$ cat config.mk
export PLATFORM = sky130hd
export DESIGN_NAME = hyperbus_phy_trx
export DESIGN_NICKNAME = d
export VERILOG_FILES = /design/src/rtl/hyperbus_pkg.sv /design/src/rtl/hyperbus_ca_pack.sv /design/src/rtl/hyperbus_phy_trx.sv
export SDC_FILE = /design/constraint.sdc
export NUM_CORES = 1
export LEC_CHECK = 0
export CAP_MARGIN = 5
export CORE_MARGIN = 4
export CORE_UTILIZATION = 27
export DETAILED_ROUTE_END_ITERATION = 6
export SLEW_MARGIN = 20
export SYNTH_ARGS = -nofsm -noshare
export SYNTH_HDL_FRONTEND = slang
export SYNTH_HIERARCHICAL = 1
export SYNTH_SLANG_ARGS = --single-unit
$ cat constraint.sdc
create_clock -name clk_phy_i -period 2.38 [get_ports clk_phy_i]
set_input_delay 0.714 -clock clk_phy_i [delete_from_list [all_inputs] [get_ports clk_phy_i]]
set_output_delay 0.714 -clock clk_phy_i [all_outputs]
set_load 0.02 [all_outputs]
$ cat src/rtl/hyperbus_pkg.sv
// Shared types for the HyperBus transaction engine: FSM states, the 48-bit
// command-address word and the latched transfer descriptor.
package hyperbus_pkg;

    typedef enum logic [2:0] {
        IDLE,
        CA,
        LAT,
        WRITE,
        READ,
        HOLD,
        RWR
    } state_e;

    typedef struct packed {
        logic        rw;
        logic        as;
        logic        burst;
        logic [28:0] addr_hi;
        logic [12:0] rsvd;
        logic [2:0]  addr_lo;
    } ca_t;

    // Burst length and chip select are parameter-sized and are kept beside this struct.
    typedef struct packed {
        logic        write;
        logic        reg_space;
        logic        linear;
        logic [31:0] addr;
    } trans_t;

    localparam int CaCycles = 3;

endpackage

$ cat src/rtl/hyperbus_ca_pack.sv
// Builds the 48-bit command-address word from a latched descriptor.
module hyperbus_ca_pack
    import hyperbus_pkg::*;
(
    input  trans_t trans_i,
    output ca_t    ca_o
);

    always_comb begin
        ca_o.rw      = ~trans_i.write;
        ca_o.as      = trans_i.reg_space;
        ca_o.burst   = trans_i.linear;
        ca_o.addr_hi = trans_i.addr[31:3];
        ca_o.rsvd    = '0;
        ca_o.addr_lo = trans_i.addr[2:0];
    end

endmodule

$ cat src/rtl/hyperbus_phy_trx.sv
// HyperBus transaction engine: CA phase, initial latency, burst data with
// clock pause on TX stall, read timeout, CS hold and read-write recovery.
module hyperbus_phy_trx
    import hyperbus_pkg::*;
#(
    parameter int NumChips   = 2,
    parameter int BurstWidth = 12,
    parameter int RxTimeout  = 32
) (
    input  logic                        clk_phy_i,
    input  logic                        rst_ni,
    input  logic [3:0]                  cfg_latency_i,
    input  logic [3:0]                  cfg_t_rwr_i,
    input  logic                        cfg_fixed_lat_i,
    input  logic                        trans_valid_i,
    output logic                        trans_ready_o,
    input  logic                        trans_write_i,
    input  logic [31:0]                 trans_addr_i,
    input  logic [BurstWidth-1:0]       trans_burst_i,
    input  logic                        trans_reg_i,
    input  logic                        trans_linear_i,
    input  logic [$clog2(NumChips)-1:0] trans_cs_i,
    input  logic                        tx_valid_i,
    output logic                        tx_ready_o,
    input  logic [15:0]                 tx_data_i,
    input  logic [1:0]                  tx_strb_i,
    output logic                        rx_valid_o,
    output logic [15:0]                 rx_data_o,
    output logic                        rx_last_o,
    output logic                        b_valid_o,
    output logic                        err_o,
    output logic [NumChips-1:0]         hyper_cs_no,
    output logic                        hyper_ck_ena_o,
    output logic [15:0]                 hyper_dq_o,
    output logic                        hyper_dq_oe_o,
    output logic [1:0]                  hyper_rwds_o,
    output logic                        hyper_rwds_oe_o,
    input  logic                        hyper_rwds_i,
    input  logic                        rd_valid_i,
    input  logic [15:0]                 rd_data_i
);

    localparam int CsW = $clog2(NumChips);
    localparam int ToW = $clog2(RxTimeout + 1);

    state_e                state_q, state_d;
    trans_t                trans_q, trans_d;
    logic [CsW-1:0]        cs_q, cs_d;
    logic [BurstWidth-1:0] burst_q, burst_d;
    logic [4:0]            phase_q, phase_d;
    logic [ToW-1:0]        to_q, to_d;
    logic                  dbl_q, dbl_d;
    logic                  fixed_q, fixed_d;
    logic [3:0]            lat_q, lat_d;
    logic [3:0]            rwr_q, rwr_d;
    logic [15:0]           dq_q;
    logic [1:0]            rwds_q;
    ca_t                   ca;
    logic [47:0]           ca_bits;
    logic [4:0]            lat_cycles;

    hyperbus_ca_pack u_ca_pack (
        .trans_i (trans_q),
        .ca_o    (ca)
    );

    assign ca_bits    = ca;
    assign lat_cycles = (dbl_q || fixed_q) ? {lat_q, 1'b0} : {1'b0, lat_q};

    always_comb begin
        state_d         = state_q;
        trans_d         = trans_q;
        cs_d            = cs_q;
        burst_d         = burst_q;
        phase_d         = phase_q;
        to_d            = to_q;
        dbl_d           = dbl_q;
        fixed_d         = fixed_q;
        lat_d           = lat_q;
        rwr_d           = rwr_q;
        trans_ready_o   = 1'b0;
        tx_ready_o      = 1'b0;
        rx_valid_o      = 1'b0;
        rx_data_o       = '0;
        rx_last_o       = 1'b0;
        b_valid_o       = 1'b0;
        err_o           = 1'b0;
        hyper_ck_ena_o  = 1'b0;
        hyper_dq_o      = '0;
        hyper_dq_oe_o   = 1'b0;
        hyper_rwds_o    = '0;
        hyper_rwds_oe_o = 1'b0;

        unique case (state_q)
            IDLE: begin
                // Gated with reset so every output reads 0 while rst_ni is low.
                trans_ready_o = rst_ni;
                if (trans_valid_i && rst_ni) begin
                    trans_d.write     = trans_write_i;
                    trans_d.reg_space = trans_reg_i;
                    trans_d.linear    = trans_linear_i;
                    trans_d.addr      = trans_addr_i;
                    cs_d    = trans_cs_i;
                    burst_d = (trans_burst_i == '0) ? BurstWidth'(1) : trans_burst_i;
                    lat_d   = (cfg_latency_i == '0) ? 4'd1 : cfg_latency_i;
                    rwr_d   = (cfg_t_rwr_i == '0) ? 4'd1 : cfg_t_rwr_i;
                    fixed_d = cfg_fixed_lat_i;
                    dbl_d   = 1'b0;
                    phase_d = '0;
                    state_d = CA;
                end
            end
            CA: begin
                hyper_ck_ena_o = 1'b1;
                hyper_dq_oe_o  = 1'b1;
                case (phase_q)
                    5'd0:    hyper_dq_o = ca_bits[47:32];
                    5'd1:    hyper_dq_o = ca_bits[31:16];
                    default: hyper_dq_o = ca_bits[15:0];
                endcase
                if (phase_q == '0) dbl_d = hyper_rwds_i;
                phase_d = phase_q + 5'd1;
                if (phase_q == 5'(CaCycles - 1)) begin
                    if (trans_q.write && trans_q.reg_space) begin
                        state_d = WRITE;
                    end else begin
                        state_d = LAT;
                        phase_d = lat_cycles - 5'd1;
                    end
                end
            end
            LAT: begin
                hyper_ck_ena_o = 1'b1;
                phase_d = phase_q - 5'd1;
                if (phase_q == '0) begin
                    state_d = trans_q.write ? WRITE : READ;
                    to_d    = '0;
                end
            end
            WRITE: begin
                tx_ready_o      = 1'b1;
                hyper_dq_oe_o   = 1'b1;
                hyper_rwds_oe_o = ~trans_q.reg_space;
                // A stall keeps the last driven word on the bus with the clock paused.
                hyper_dq_o      = dq_q;
                hyper_rwds_o    = rwds_q;
                if (tx_valid_i) begin
                    hyper_ck_ena_o = 1'b1;
                    hyper_dq_o     = tx_data_i;
                    hyper_rwds_o   = ~tx_strb_i;
                    burst_d        = burst_q - BurstWidth'(1);
                    if (burst_q == BurstWidth'(1)) state_d = HOLD;
                end
            end
            READ: begin
                hyper_ck_ena_o = 1'b1;
                if (rd_valid_i) begin
                    rx_valid_o = 1'b1;
                    rx_data_o  = rd_data_i;
                    rx_last_o  = (burst_q == BurstWidth'(1));
                    burst_d    = burst_q - BurstWidth'(1);
                    to_d       = '0;
                    if (burst_q == BurstWidth'(1)) state_d = HOLD;
                end else if (to_q == ToW'(RxTimeout - 1)) begin
                    err_o   = 1'b1;
                    state_d = HOLD;
                end else begin
                    to_d = to_q + ToW'(1);
                end
            end
            HOLD: begin
                b_valid_o = trans_q.write;
                phase_d   = {1'b0, rwr_q} - 5'd1;
                state_d   = RWR;
            end
            RWR: begin
                phase_d = phase_q - 5'd1;
                if (phase_q == '0) state_d = IDLE;
            end
            default: state_d = IDLE;
        endcase
    end

    always_comb begin
        hyper_cs_no = '1;
        if (state_q inside {CA, LAT, WRITE, READ, HOLD}) hyper_cs_no[cs_q] = 1'b0;
    end

    always_ff @(posedge clk_phy_i or negedge rst_ni) begin
        if (!rst_ni) begin
            state_q <= IDLE;
            trans_q <= '0;
            cs_q    <= '0;
            burst_q <= '0;
            phase_q <= '0;
            to_q    <= '0;
            dbl_q   <= 1'b0;
            fixed_q <= 1'b0;
            lat_q   <= '0;
            rwr_q   <= '0;
            dq_q    <= '0;
            rwds_q  <= '0;
        end else begin
            state_q <= state_d;
            trans_q <= trans_d;
            cs_q    <= cs_d;
            burst_q <= burst_d;
            phase_q <= phase_d;
            to_q    <= to_d;
            dbl_q   <= dbl_d;
            fixed_q <= fixed_d;
            lat_q   <= lat_d;
            rwr_q   <= rwr_d;
            dq_q    <= hyper_dq_o;
            rwds_q  <= hyper_rwds_o;
        end
    end

endmodule

Yosys cells after proc, flatten, opt, wreduce, memory -nomap -nowiden --
Cells that the tools add are included. Widths: inputs -> output; s select.
Word-level totals: bits of input ports 97, register bits after elaboration 90, logic and storage cells 123
Cells by class: order comparisons 2, muxes and demuxes 54, equality and inequality tests 19, bitwise logic cells 4, reductions and logical operators 23, add/sub/neg operators 6
Operators by type and width (number):
- $pmux 16 s2 | 2
- $mux 12 | 4
- $mux 16 | 3
- $pmux 12 s3 | 1
- $mux 3 | 9
- $pmux 3 s7 | 1
- $mux 5 | 4
- $pmux 5 s4 | 1
- $mux 6 | 3
- $mux 1 | 17
- $ne 2x2->1 const B | 7
- $eq 12x1->1 const B | 1
- $logic_not 12->1 | 1
- $pmux 6 s2 | 1
- $sub 12x1->12 const B | 1
- $sub 5x1->5 const B | 2
- $eq 3x3->1 const B | 3
- $logic_not 4->1 | 2
- $mux 4 | 2
- $add 6x1->6 const B | 1
- $eq 3x2->1 const B | 2
- $eq 6x5->1 const B | 1
- $mux 2 | 3
- $ne 3x3->1 const B | 2
- other kinds (25) | 34

Depth between registers and ports, before layout --
Gate-level depths: netlist of the first run.
depth after elaboration 6, depth in mapped cells 8, depth with buffers taken out 7

By module --
Netlist of the first run, hierarchy kept.
Modules (own cells, without submodules):
- hyperbus_phy_trx | seq. area each 2252.2 µm², times used 1, area an instance 5163.7 µm², cells each 499
- hyperbus_ca_pack | seq. area each 0.0 µm², times used 1, area an instance 360.3 µm², cells each 49

Worst setup path after synthesis of the first run --
OpenSTA, ideal clock, no wires.
path kind input-to-output, start input rd_valid_i, end output err_o, arrival 1965 ps, stages on the path 2, slack -299 ps, path buffers 0, cell sequence nor4b_1 nor4b_1
On the way: word-level cells in the longest chain between the ends 2
Ends and longest elaborated chain:
- from (decl) | line hyperbus_phy_trx.sv:39 | input logic rd_valid_i,
- $mux 1 | line hyperbus_phy_trx.sv:157 | if (rd_valid_i) begin
- $mux 1 | line hyperbus_phy_trx.sv:94 | unique case (state_q)
- to (decl) | line hyperbus_phy_trx.sv:31 | output logic err_o,
Every way passes these cells.

Worst setup path after layout of the first run --
start register phase_q[0], end output hyper_dq_o[3]
On the way: word-level cells in the longest chain between the ends 3
Ends and longest elaborated chain:
- from (decl) | line hyperbus_phy_trx.sv:50 | logic [4:0] phase_q, phase_d;
- from (signal assigned) | line hyperbus_phy_trx.sv:208 | phase_q <= phase_d;
- $eq 5x1->1 / $logic_not 5->1 (equally long branches) | line hyperbus_phy_trx.sv:116 | case (phase_q)
- $pmux 16 s2 (*) | line hyperbus_phy_trx.sv:116
- $pmux 16 s2 (*) | line hyperbus_phy_trx.sv:94
- to (decl) | line hyperbus_phy_trx.sv:34 | output logic [15:0] hyper_dq_o,
Mark *: on every way between the ends. The rest lies on a longest branch, timed or not.

==> impl_metrics.toml, run 1 <==
[status]
status = "finished, violations left"
violations = "setup timing"

[routing]
drc = 0
viasPerCell = 4.82
routed_wl_um = 17000
final_antenna_net_count = 0
wl_per_cell_um = 16.6
dr.first_iter.drc_count = 236
firstDrtPassIters = 5
routed-via-count = 4931

[timing]
setup_viol = 39
post-route-period-util_pct = 116
fmax_ghz = 0.363
worstMarginPinSlew_ns = 0.610
rsz0062_at_grt = "yes"
whs_ns = 0.319
hold_viol = 0
worst_slack_ns = -0.377
post-route-min-period_ns = 2.76
relSlewSlack_pct = 58.9
drv_slew = 0
finClkSkew_ns = 0.00657

[global_route]
grt_pass1_vias = 4992
grt_overflow = 0
antenna_found_initial = 0
grt_pass1_wl_um = 26700
groute.usage.overall_pct = 15.1
grt_max_degree = 49

[hold_path]
holdCritPathClass = "in2async"

[critical_path]
cp.required_ns = 1.67
cp-endpoint = "hyper_dq_o[3]"
arrival_ns = 2.04
critPathMaxFanout = 8
crit-reg2reg-launch = "burst_q[0]"
cp-start-kind = "flop"
end_kind = "primary output"
startpoint = "phase_q[0]"
reg2reg_slack_ns = 0.25
regToRegEndpoint = "burst_q[8]"
worst-setup-path-type = "reg2out"
r2r_cells = 7

[clock_tree]
cts_tree = "built"
htree_num_levels = 3
cts_root_buffer = "clkbuf_16"
clock_sinks = 90
clock_latency_ns = 0.35
cts_hold_buf = 0
cts_buffers = 9
path_clk_slew_ns = 0.06
cts_buffer_depth = 2

[finish]
final_cell_mix = "clkdlybuf4s50_1, dfrtp_1, buf_4"
nets = 854
final_layout_size_suffix_gt1_share_pct = 41.2
multiInputGateArea_sq_um = 3220
final_common_cell = "clkdlybuf4s50_1"
diodes = 0
final-seq-area_sq_um = 2250
layout-area-overhead-vs-synth_pct = 58.9
nFillCells = 1924

[floorplan]
core_sq_um = 20200
dieArea_sq_um = 22800
io_pins = 142
rows = 52
die_w_um = 151
initial_utilization_pct = 27.4
dieHeight_um = 151

[logic_synthesis]
async_flop_share_pct = 100
syn-cell-area_sq_um = 5520
ys_ff_latch = 90
yosys_warnings = 6
synth-main-ff-cell = "dfrtp_1"
synth.distinct_cells = 67
postSynthAreaPerCell_sq_um = 10.1
synth_edf_count = 0
synth_seq_area_share_pct = 40.8
netlist_instances = 548

[power]
fin_total_pwr_mw = 10.7
p_per_area_nw_per_um2 = 1220
peakVddDrop_mv = 0.498
p_leak_nw = 3.77

[placement]
hpwl_um = 11900
io_buffers = 141
globalplace.congestion = 0.837

[run]
max_cap_viol_count = 0
-- stage by stage --
step                std cells  setup slack (ns)  TNS [ns]  utilization, %  cell area [sq um]
detailed placement        959            -0.799    -30.47            37.9               7650
global route             1022            -0.473    -10.93            43.5               8780
CTS                      1012            -0.424     -9.13            42.7               8600
floorplan                 560           -0.0543    -0.231               -               5790
finish                   1022            -0.377     -7.53            43.5               8780
global placement          959            -0.792    -30.15            37.9               7650
-- area by class of cell --
cell class,count,share of cell area [%]
flip-flops and latches,90,25.7
multi-input cells,375,36.7
clock buffers,12,3.04
well taps,270,3.85
clock inverters,4,0.371
inverters,15,0.641
repair buffers,256,29.7
-- state kept, by name, summed over array words and instances (netlist names) --
| name | cells |
|---|---|
| dbl_q | 1 |
| rwds_q | 2 |
| to_q | 6 |
| lat_q | 4 |
| dq_q | 16 |
| fixed_q | 1 |
| phase_q | 5 |
| state_q | 3 |
| trans_q | 35 |
| burst_q | 12 |
| cs_q | 1 |
| rwr_q | 4 |
-- logic make-up after synthesis --
kind of cell             Yosys count  share of synthesized area (%)
adder cells (fa/ha/maj)           10                           2.27
AND/OR/NAND/NOR                  135                           15.2
multiplexers                      64                           12.6
other                              1                         0.0679
buffers and inverters             95                           10.1
AO/OA/AOI/OAI                    147                           18.1
XOR/XNOR                           6                          0.951
flip-flops                        90                           40.8
-- report_power, final --
| group | switching, mW | internal, mW | total (mW) |
|---|---|---|---|
| registers | 0.435 | 2.20 | 2.64 |
| logic | 3.11 | 3.50 | 6.61 |
| clock network | 0.626 | 0.802 | 1.43 |
| total | 4.17 | 6.50 | 10.7 |
-- worst min path at each step --
stage / slack, ns / start / cells after the start / end
after floorplan: 0.42 / rst_ni / 0 / burst_q[0]
after global placement: 0.49 / trans_q[16] / 1 / trans_q[16]
after detailed placement: 0.49 / trans_q[32] / 1 / trans_q[32]
after CTS: 0.30 / rst_ni / 2 / phase_q[1]
after global routing: 0.30 / rst_ni / 2 / phase_q[1]
final: 0.32 / rst_ni / 2 / phase_q[1]
-- timing repair --
item	in CTS	in global routing
setup endpoints to repair	45	45
gates cloned	5	1
pin swaps	33	25
setup buffers	33	12
gates resized for setup	320	38
-- routing by layer --
layer	part of all wire [%]	vias up	GRT usage [%]
li1	-	2377	-
met1	44	2413	19.6
met2	49	121	24.9
met3	5.3	20	4.10
met4	1.8	0	3.90
met5	0	-	0
-- worst max-delay path, cell delays in order, from the launching register on --
cell and delay [ns]:
dfrtp_2 0.45, inv_2 0.09, ha_4 0.12, nor4b_4 0.24
buf_6 0.19, buf_8 0.14, a22o_1 0.15, a21oi_2 0.05
o22ai_4 0.13, buf_6 0.14
-- cells in the mapped netlist (all sizes together) (2+ instances only) --
master | instances | share of area (%)
nand3b | 3 | 0.41
nand2 | 15 | 1.0
and3 | 2 | 0.23
xnor2 | 3 | 0.48
a2111oi | 2 | 0.32
and2 | 18 | 2.0
o21a | 3 | 0.41
dfrtp | 90 | 41
clkbuf | 12 | 0.82
nor3b | 8 | 1.2
a21o | 2 | 0.27
mux2i | 19 | 3.4
a211o | 3 | 0.50
inv | 14 | 0.95
o31ai | 4 | 0.54
a211oi | 9 | 1.3
nor2 | 19 | 1.3
nand2b | 6 | 0.68
or2 | 2 | 0.23
nand3 | 5 | 0.45
nor2b | 4 | 0.45
o21ai | 18 | 1.6
or3 | 7 | 0.88
buf | 68 | 8.2
and3b | 3 | 0.48
a31oi | 4 | 0.45
o22a | 9 | 1.4
o211ai | 5 | 0.68
xor2 | 3 | 0.48
or4 | 4 | 0.68
a2bb2oi | 2 | 0.32
or3b | 4 | 0.63
a21oi | 39 | 3.5
mux2 | 45 | 9.2
o22ai | 18 | 2.0
nor4 | 7 | 0.79
a22o | 18 | 2.9
ha | 10 | 2.3
nor3 | 17 | 1.6
a22oi | 2 | 0.27
nor4b | 7 | 1.5
(Power assumes the default switching activity.)
==> run 2, diff against run 1 <==
- CORE_ASPECT_RATIO: not set -> 0.9
==> run 2 against run 1 <==
- first-iteration DRC count is 17% higher
- critical path type unchanged
- combinational power down 5.7%
- register-to-register slack got worse by 0.06 ns
- critical path depth stayed put
- total power fell by 3.1%
- highest routed layer unchanged
- count of clock-buffer cells in the layout down 1
- the flow still finishes with violations (setup timing)
==> impl_metrics.toml, run 2 (synthesis gave the netlist of run 1 again) <==
[status]
status = "finished, violations left"
violations = "setup timing"

[global_route]
groute.usage.overall_pct = 14.4
grt_pass1_wl_um = 26200
grt_pass1_vias = 4927
grt_max_degree = 66
grt_overflow = 0
antenna_found_initial = 0

[finish]
largest_reg_flops = 35
diodes = 0
nets = 842
final_cell_mix = "clkdlybuf4s50_1, dfrtp_1, buf_4"
final_layout_size_suffix_gt1_share_pct = 39.9
largest_register = "trans_q"
layout-area-overhead-vs-synth_pct = 54.9
final_common_cell = "clkdlybuf4s50_1"
reg.largest.list = "trans_q: 35 flops, dq_q: 16 flops, burst_q: 12 flops"

[timing]
drv_slew = 0
worst_slack_ns = -0.419
rsz0062_at_grt = "yes"
relSlewSlack_pct = 42.1
hold_viol = 0
post-route-period-util_pct = 118
setup_viol = 40
finClkSkew_ns = 0.00436
worstMarginPinSlew_ns = 0.868
fmax_ghz = 0.357
whs_ns = 0.387
post-route-min-period_ns = 2.80

[critical_path]
end_kind = "primary output"
cp-start-kind = "flop"
max_stage_delay_ns = 0.38
critPathMaxFanout = 6
cp.buffers_inverters = 4
worst-setup-path-type = "reg2out"
cpMaxStageDelayCell = "dfrtp_1"
cp.required_ns = 1.67
arrival_ns = 2.08
critical_path.cell_chain = "inv_2 -> ha_4 -> nor4b_4 -> buf_12 -> nor2_2 -> buf_4 -> a21oi_2 -> o22ai_2 -> buf_6"
critPathTopFamily = "buffers and inverters"

[floorplan]
rows = 49
initial_utilization_pct = 27.6
io_pins = 142
core_sq_um = 20000
die_w_um = 159
dieHeight_um = 144
dieArea_sq_um = 22800

[placement]
globalplace.congestion = 0.857
hpwl_um = 11600
io_buffers = 141

[routing]
dr.first_iter.drc_count = 275
routed_wl_um = 16400
viasPerCell = 4.89
firstDrtPassIters = 5
wl_per_cell_um = 16.5
met3_length_um = 1230
wl_met2_um = 7420
final_antenna_net_count = 0
routed-via-count = 4864
drc = 0
wl_met1_um = 7580
top_layer = "met4"

[power]
pwr-share-seq_pct = 25.4
power_switching_mw = 4.05
p_per_area_nw_per_um2 = 1210
clockPowerShare_pct = 14.3
p_sw_share_pct = 39.2
peakVddDrop_mv = 0.742
p_leak_nw = 3.66
fin_total_pwr_mw = 10.3
p_comb_share_pct = 60.2
intPower_mw = 6.29

[clock_tree]
cts_root_buffer = "clkbuf_16"
clock_sinks = 90
cts_buffers = 9
clock_latency_ns = 0.35
cts_tree = "built"
htree_num_levels = 3
path_clk_slew_ns = 0.07
cts_buffer_depth = 2
cts_hold_buf = 0

[hold_path]
holdCritPathClass = "in2async"

[run]
max_cap_viol_count = 0
[run 2: cell types whose count changed in the layout (fill, tap and decap cells not counted), moves of 2 or more]
cell and change:
bufbuf_16 -2, buf_6 -4, a21oi_2 +2, inv_6 -2, buf_12 -2, dfrtp_1 +2, dfrtp_2 -2, clkbuf_8 -2
[run 2: metal layers]
layer / GRT usage [%] / vias up
met2: 22.9 / 185
met4: 3.65 / 0
met1: 19.1 / 2324
met5: 0 / -
met3: 4.59 / 13
li1: - / 2342
[run 2: area by class of cell]
cell class	count	area, sq um
Fill cell	1910	11500
Inverter	15	58.8
Timing Repair Buffer	244	2440
Multi-Input combinational cell	375	3180
Clock buffer	11	243
Tap cell	255	319
Sequential cell	90	2250
Clock inverter	5	62.6
[run 2: per-stage QoR]
stage          setup TNS (ns)  utilization, %  setup WS, ns  cell area, sq um  cells
6_report                -9.68            42.7        -0.419              8560    995
5_1_grt                -13.87            42.7        -0.535              8560    995
4_1_cts                -10.56            41.5        -0.488              8320    987
3_5_place_dp           -30.44            38.1        -0.807              7640    946
3_3_place_gp           -29.63            38.1        -0.773              7640    946
2_1_floorplan          -0.231               -       -0.0543              5790    560
[run 2: power by group through the flow]
| stage | logic (mW) | registers [mW] | clock network, mW |
|---|---|---|---|
| 4_1_cts | 5.91 | 2.62 | 1.54 |
| 3_5_place_dp | 5.52 | 2.64 | 0 |
| 2_1_floorplan | 3.76 | 2.57 | 0 |
| 6_report | 6.23 | 2.63 | 1.48 |
| 3_3_place_gp | 5.50 | 2.63 | 0 |
| 5_1_grt | 6.78 | 2.71 | 1.60 |
[run 2: worst paths after layout]
kind                       cells after the start         from  slack [ns]            end
max                                            9   phase_q[1]       -0.42  hyper_dq_o[2]
min                                            2       rst_ni        0.39     state_q[2]
max reg2reg                                    7   state_q[0]        0.19     burst_q[9]
min in group clk_phy_i                         1  trans_q[15]        0.51    trans_q[15]
min reg2reg                                    1  trans_q[15]        0.51    trans_q[15]
max in group asynchronous                      3       rst_ni        0.80     trans_q[5]
[run 2: what timing repair did]
item,in CTS,in global routing
gates resized for setup,298,53
setup buffers,23,8
gates cloned,5,1
endpoints found under the setup margin,45,40
pin swaps,29,21
